**src/rtl/multicycle_ctrl.sv**
```systemverilog
// multicycle_ctrl: multicycle MIPS-subset control FSM with memory ready handshake and retire counter.
// Define MULTICYCLE_CTRL_TRAP_EN to trap illegal instructions into HALT; otherwise they are skipped.
module multicycle_ctrl #(
  parameter int CNT_W = 16
) (
  input  logic             CLK,
  input  logic             RST_N,
  input  logic [31:0]      Instr,
  input  logic             MemReady,
  input  logic             Zero,
  output logic             IRWrite,
  output logic             PCWrite,
  output logic             MemRead,
  output logic             MemWrite,
  output logic             IorD,
  output logic             ALUSrcA,
  output logic             MemtoReg,
  output logic             RegW,
  output logic [1:0]       PCSrc,
  output logic [1:0]       ALUSrcB,
  output logic [2:0]       ALUCtl,
  output logic [4:0]       DR,
  output logic [4:0]       SR1,
  output logic [4:0]       SR2,
  output logic [2:0]       State,
  output logic [CNT_W-1:0] InstrCount,
  output logic             Halt
);
  typedef enum logic [2:0] {
    S_FETCH  = 3'd0,
    S_DECODE = 3'd1,
    S_EXEC   = 3'd2,
    S_MEM    = 3'd3,
    S_WB     = 3'd4,
    S_HALT   = 3'd5
  } state_t;
  localparam logic [5:0] OP_R = 6'b000000, OP_J = 6'b000010, OP_BEQ = 6'b000100,
                         OP_ADDI = 6'b001000, OP_LW = 6'b100011, OP_SW = 6'b101011;
  state_t state_q, state_d;
  logic [CNT_W-1:0] cnt_q, cnt_d;
  logic [5:0] op, fn;
  logic       is_r, legal, retire;
  logic [2:0] r_alu;
  logic [4:0] wb_dr;
  assign op     = Instr[31:26];
  assign fn     = Instr[5:0];
  assign is_r   = op == OP_R;
  assign legal  = is_r ? (fn inside {6'b100000, 6'b100010, 6'b100100, 6'b100101, 6'b101010})
                       : (op inside {OP_J, OP_BEQ, OP_ADDI, OP_LW, OP_SW});
  assign r_alu  = fn == 6'b100010 ? 3'b110 : fn == 6'b100100 ? 3'b000 :
                  fn == 6'b100101 ? 3'b001 : fn == 6'b101010 ? 3'b111 : 3'b010;
  assign wb_dr  = is_r ? Instr[15:11] : Instr[20:16];
  assign SR1    = Instr[25:21];
  assign SR2    = Instr[20:16];
  assign State  = state_q;
  assign InstrCount = cnt_q;
  assign cnt_d  = cnt_q + {{(CNT_W-1){1'b0}}, retire};
`ifdef MULTICYCLE_CTRL_TRAP_EN
  assign Halt = state_q == S_HALT;
`else
  assign Halt = 1'b0;
`endif
  always_ff @(posedge CLK or negedge RST_N) begin
    if (!RST_N) begin
      state_q <= S_FETCH;
      cnt_q   <= '0;
    end else begin
      state_q <= state_d;
      cnt_q   <= cnt_d;
    end
  end
  // Outputs are gated by RST_N so nothing strobes while reset is held.
  always_comb begin
    state_d  = state_q;
    retire   = 1'b0;
    IRWrite  = 1'b0;
    PCWrite  = 1'b0;
    MemRead  = 1'b0;
    MemWrite = 1'b0;
    IorD     = 1'b0;
    ALUSrcA  = 1'b0;
    MemtoReg = 1'b0;
    RegW     = 1'b0;
    PCSrc    = 2'b00;
    ALUSrcB  = 2'b00;
    ALUCtl   = 3'b000;
    DR       = 5'd0;
    if (RST_N) begin
      case (state_q)
        S_FETCH: begin
          MemRead = 1'b1;
          if (MemReady) begin
            IRWrite = 1'b1;
            PCWrite = 1'b1;
            ALUSrcB = 2'b01;
            ALUCtl  = 3'b010;
            state_d = S_DECODE;
          end
        end
        S_DECODE: begin
          ALUSrcB = 2'b11;
          ALUCtl  = 3'b010;
`ifdef MULTICYCLE_CTRL_TRAP_EN
          state_d = legal ? S_EXEC : S_HALT;
`else
          state_d = legal ? S_EXEC : S_FETCH;
`endif
        end
        S_EXEC: begin
          if (op == OP_J) begin
            PCWrite = 1'b1;
            PCSrc   = 2'b10;
            retire  = 1'b1;
            state_d = S_FETCH;
          end else if (op == OP_BEQ) begin
            ALUSrcA = 1'b1;
            ALUCtl  = 3'b110;
            PCSrc   = 2'b01;
            PCWrite = Zero;
            retire  = 1'b1;
            state_d = S_FETCH;
          end else begin
            ALUSrcA = 1'b1;
            ALUSrcB = is_r ? 2'b00 : 2'b10;
            ALUCtl  = is_r ? r_alu : 3'b010;
            state_d = (op == OP_LW || op == OP_SW) ? S_MEM : S_WB;
          end
        end
        S_MEM: begin
          IorD     = 1'b1;
          MemRead  = op == OP_LW;
          MemWrite = op == OP_SW;
          if (MemReady) begin
            retire  = op == OP_SW;
            state_d = op == OP_SW ? S_FETCH : S_WB;
          end
        end
        S_WB: begin
          DR       = wb_dr;
          MemtoReg = op == OP_LW;
          RegW     = wb_dr != 5'd0;
          retire   = 1'b1;
          state_d  = S_FETCH;
        end
        default: state_d = state_q;
      endcase
    end
  end
endmodule

```
**config.mk**
```make
export PLATFORM = sky130hd
export DESIGN_NAME = multicycle_ctrl
export DESIGN_NICKNAME = d
export VERILOG_FILES = /design/src/rtl/multicycle_ctrl.sv
export SDC_FILE = /design/constraint.sdc
export NUM_CORES = 1
export LEC_CHECK = 0
export CORE_ASPECT_RATIO = 0.75
export CORE_MARGIN = 2
export CORE_UTILIZATION = 33
export CTS_CLUSTER_SIZE = 30
export DETAILED_ROUTE_END_ITERATION = 8
export PLACE_DENSITY = 0.75
export SLEW_MARGIN = 20
export SYNTH_ARGS = -nofsm -noshare
export SYNTH_HDL_FRONTEND = slang
export SYNTH_SLANG_ARGS = --single-unit
```
**constraint.sdc**
```tcl
create_clock -name CLK -period 2.3 [get_ports CLK]
set_input_delay 0.23 -clock CLK [delete_from_list [all_inputs] [get_ports CLK]]
set_output_delay 0.23 -clock CLK [all_outputs]
set_load 0.05 [all_outputs]
```
==> flow_metrics.py <==
metrics = {
    "cells_and_area": {
        "finish.utilization": 0.6484,
        "fillers": 326,
        "drive_above_1_share": 0.3651,
        "final_nets": 280,
        "area_growth_pct": 90.86,
        "antennaDiodeCount": 0,
    },
    "die": {
        "die_x_um": 78.37,
        "dieArea_um2": 4684,
        "fp-row-count": 20,
        "coreArea_um2": 4029,
        "initial_core_util": 0.3398,
        "ios": 86,
        "die_y_um": 59.78,
    },
    "setup_path": {
        "path_cells": "clkdlybuf4s50_1, nand3_2, buf_4, or4_4, or2_1, a21oi_2, buf_12",
        "start_kind": "input port",
        "cp_slowest_stage_delay_ns": 0.54,
        "cp_slowest_cell": "clkdlybuf4s50_1",
        "critPathArrivalTime_ns": 2.06,
        "crit_type": "input port to primary output",
        "endpoint_kind": "primary output",
        "timing.critical_path.fanout_max": 3,
        "worstPathRequired_ns": 2.07,
        "timing.critical_path.buf_inv": 3,
        "critPathTopFamily": "buffers and inverters",
    },
    "yosys": {
        "synth_area_leader_cell": "dfrtp_1",
        "yosys-top-cells-count": "dfrtp_1, nor2_1, buf_4, xnor2_1, nand2_1",
        "yosysSeqAreaShare": 0.3473,
        "synth_flop_cell": "dfrtp_1",
        "synth_cell_types": 45,
        "synth_area_leaders": "dfrtp_1, xnor2_1, buf_4",
        "async_reset_ff_frac": 1.000,
        "synth_edf_count": 0,
        "netlist_area_um2": 1369,
        "yosys.area.top_type_share": 0.3473,
        "syn_inst": 154,
        "ys_warn_count": 0,
        "synth_area_per_cell_um2": 8.888,
        "synthesis.nets": 192,
        "synth_seq_cells": 19,
        "synth_most_common_cell": "dfrtp_1",
    },
    "clock_tree": {
        "cts.sinks": 19,
        "cts_root_buf": "clkbuf_8",
        "clock_path_buffers": 2,
        "clk_pin_slew_worst_paths_ns": 0.07,
        "cts_buffers": 3,
        "clk_latency_ns": 0.26,
        "htreeDepth": 1,
        "tritoncts": "done",
        "hold_buffers": 0,
    },
    "power": {
        "power_density_nw_per_um2": 685.2,
        "p_leak_nw": 1.056,
        "peakVddDrop_mv": 0.6468,
    },
    "detailed_routing": {
        "drt_iter0_markers": 40,
        "wl_per_cell_um": 14.00,
        "vias": 1412,
        "firstDrtPassIters": 4,
        "routed_wl_um": 4143,
        "drc": 0,
        "drtAntennaViolNets": 0,
        "avgViaCountPerCell": 4.770,
    },
    "timing": {
        "final.period_utilization": 0.9954,
        "hold_ws_ns": 0.3628,
        "slew_viol_final": 0,
        "finalCriticalPeriod_ns": 2.290,
        "setup_viol": 0,
        "finClkSkew_ns": 0.007667,
        "relSlewSlack": 0.6457,
        "hold_viol_final": 0,
        "fmax_ghz": 0.4368,
        "worst_slew_pin_slew_ns": 0.5298,
    },
    "global_route": {
        "grt_pass1_vias": 1403,
        "antenna_found_initial": 0,
        "grt.overflow.total": 0,
        "grt_max_degree": 19,
        "grt_pass1_wl_um": 6741,
        "grt_usage": 0.1856,
    },
    "worst_hold_path": {
        "hold_path_class": "input port to asynchronous set/reset pin",
    },
    "placed_design": {
        "portBuffers": 69,
        "dp_hpwl_um": 3396,
        "place_congestion": 0.7461,
    },
    "status": {
        "outcome": "complete, no violations",
    },
    "job": {
        "drv_cap": 0,
    },
}
-- power by group --
part / total [mW] / switching, mW / leakage, nW / internal [mW]
Sequential: 0.498 / 0.101 / 0.245 / 0.397
Combinational: 1.06 / 0.620 / 0.785 / 0.441
Clock: 0.231 / 0.111 / 0.0255 / 0.120
Total: 1.79 / 0.832 / 1.06 / 0.958
-- flip-flops by register name, indices dropped and copies added (netlist names) --
register	flops
InstrCount	16
State	3
-- final cells by class --
class	count	area, µm²	share of cell area
clock buffers	3	41.29	0.01580
clock inverters	1	5.005	0.001916
inverters	5	18.77	0.007184
multi-input cells	114	915.9	0.3506
flip-flops and latches	19	479.2	0.1834
well taps	55	68.82	0.02634
repair buffers	99	1084	0.4148
-- worst register-to-register path, cell delays in order (launching register included) --
cell	delay, ns
dfrtp_2	0.48
nand2_1	0.16
nor2_4	0.15
and3_4	0.19
a21o_1	0.14
ha_4	0.16
ha_4	0.13
nand4_1	0.17
buf_4	0.19
nor2_2	0.11
xor2_1	0.16
-- metrics by stage --
stage / setup slack [ns] / instances / total power [mW] / instance area (µm²) / TNS, ns
after floorplan: -0.3505 / 154 / 1.135 / 1473 / -2.980
after global placement: -0.4287 / 291 / 1.544 / 2509 / -4.306
after detailed placement: -0.5027 / 291 / 1.548 / 2509 / -4.987
after CTS: 0.04961 / 296 / 1.801 / 2586 / 0
after global routing: -0.02619 / 296 / 1.873 / 2613 / -0.05698
final: 0.01050 / 296 / 1.790 / 2613 / 0
-- cell families (layout without fill, tap and decap cells) --
group	Yosys count	in the layout	synth area share
buf+inv	21	108	0.09141
mux	5	5	0.03656
xor+xnor	15	15	0.09597
flops	19	19	0.3474
simple gates	70	70	0.2943
compound gates	20	20	0.1060
other cells	1	1	0.002740
fa+ha+maj	3	3	0.02559
-- routing by layer --
metal / global-route usage / vias up / share of wire
met5: 0 / - / 0
met4: 0.03759 / 0 / 0.0063
met3: 0.03625 / 5 / 0.020
met2: 0.3091 / 15 / 0.50
met1: 0.2554 / 679 / 0.48
li1: - / 713 / -
-- placed cells by master (no fill, tap or decap), types with 3 or more instances in the layout --
cell type / instances
nand3_1: 4
clkbuf_8: 3
mux2i_1: 5
buf_12: 18
a21oi_1: 4
xor2_1: 4
clkdlybuf4s50_1: 45
dfrtp_1: 16
xnor2_1: 11
nor2_4: 3
nor4_2: 3
dfrtp_2: 3
buf_4: 32
nand4_1: 5
nor2_1: 12
nand2_1: 9
inv_1: 5
nor2b_1: 4
or3_4: 3
-- worst paths after layout --
check                                    start              to  slack, ns  cells past startpoint
worst max-delay path                 Instr[27]         MemRead       0.01                      7
worst min-delay path                     RST_N        State[2]       0.36                      2
worst max register to register        State[0]   InstrCount[6]       0.17                     10
worst min register to register  InstrCount[15]  InstrCount[15]       0.49                      1
max in group asynchronous                RST_N        State[1]       1.65                      2
min in group CLK                     Instr[21]          SR1[0]       0.46                      0
-- timing repair --
item | CTS | global route
gates cloned | 0 | 0
buffers inserted | 1 | 0
pin swaps | 9 | 7
setup endpoints to repair | 17 | 9
resized for setup | 11 | 9
Note: power is estimated with default switching activity, not from simulation.
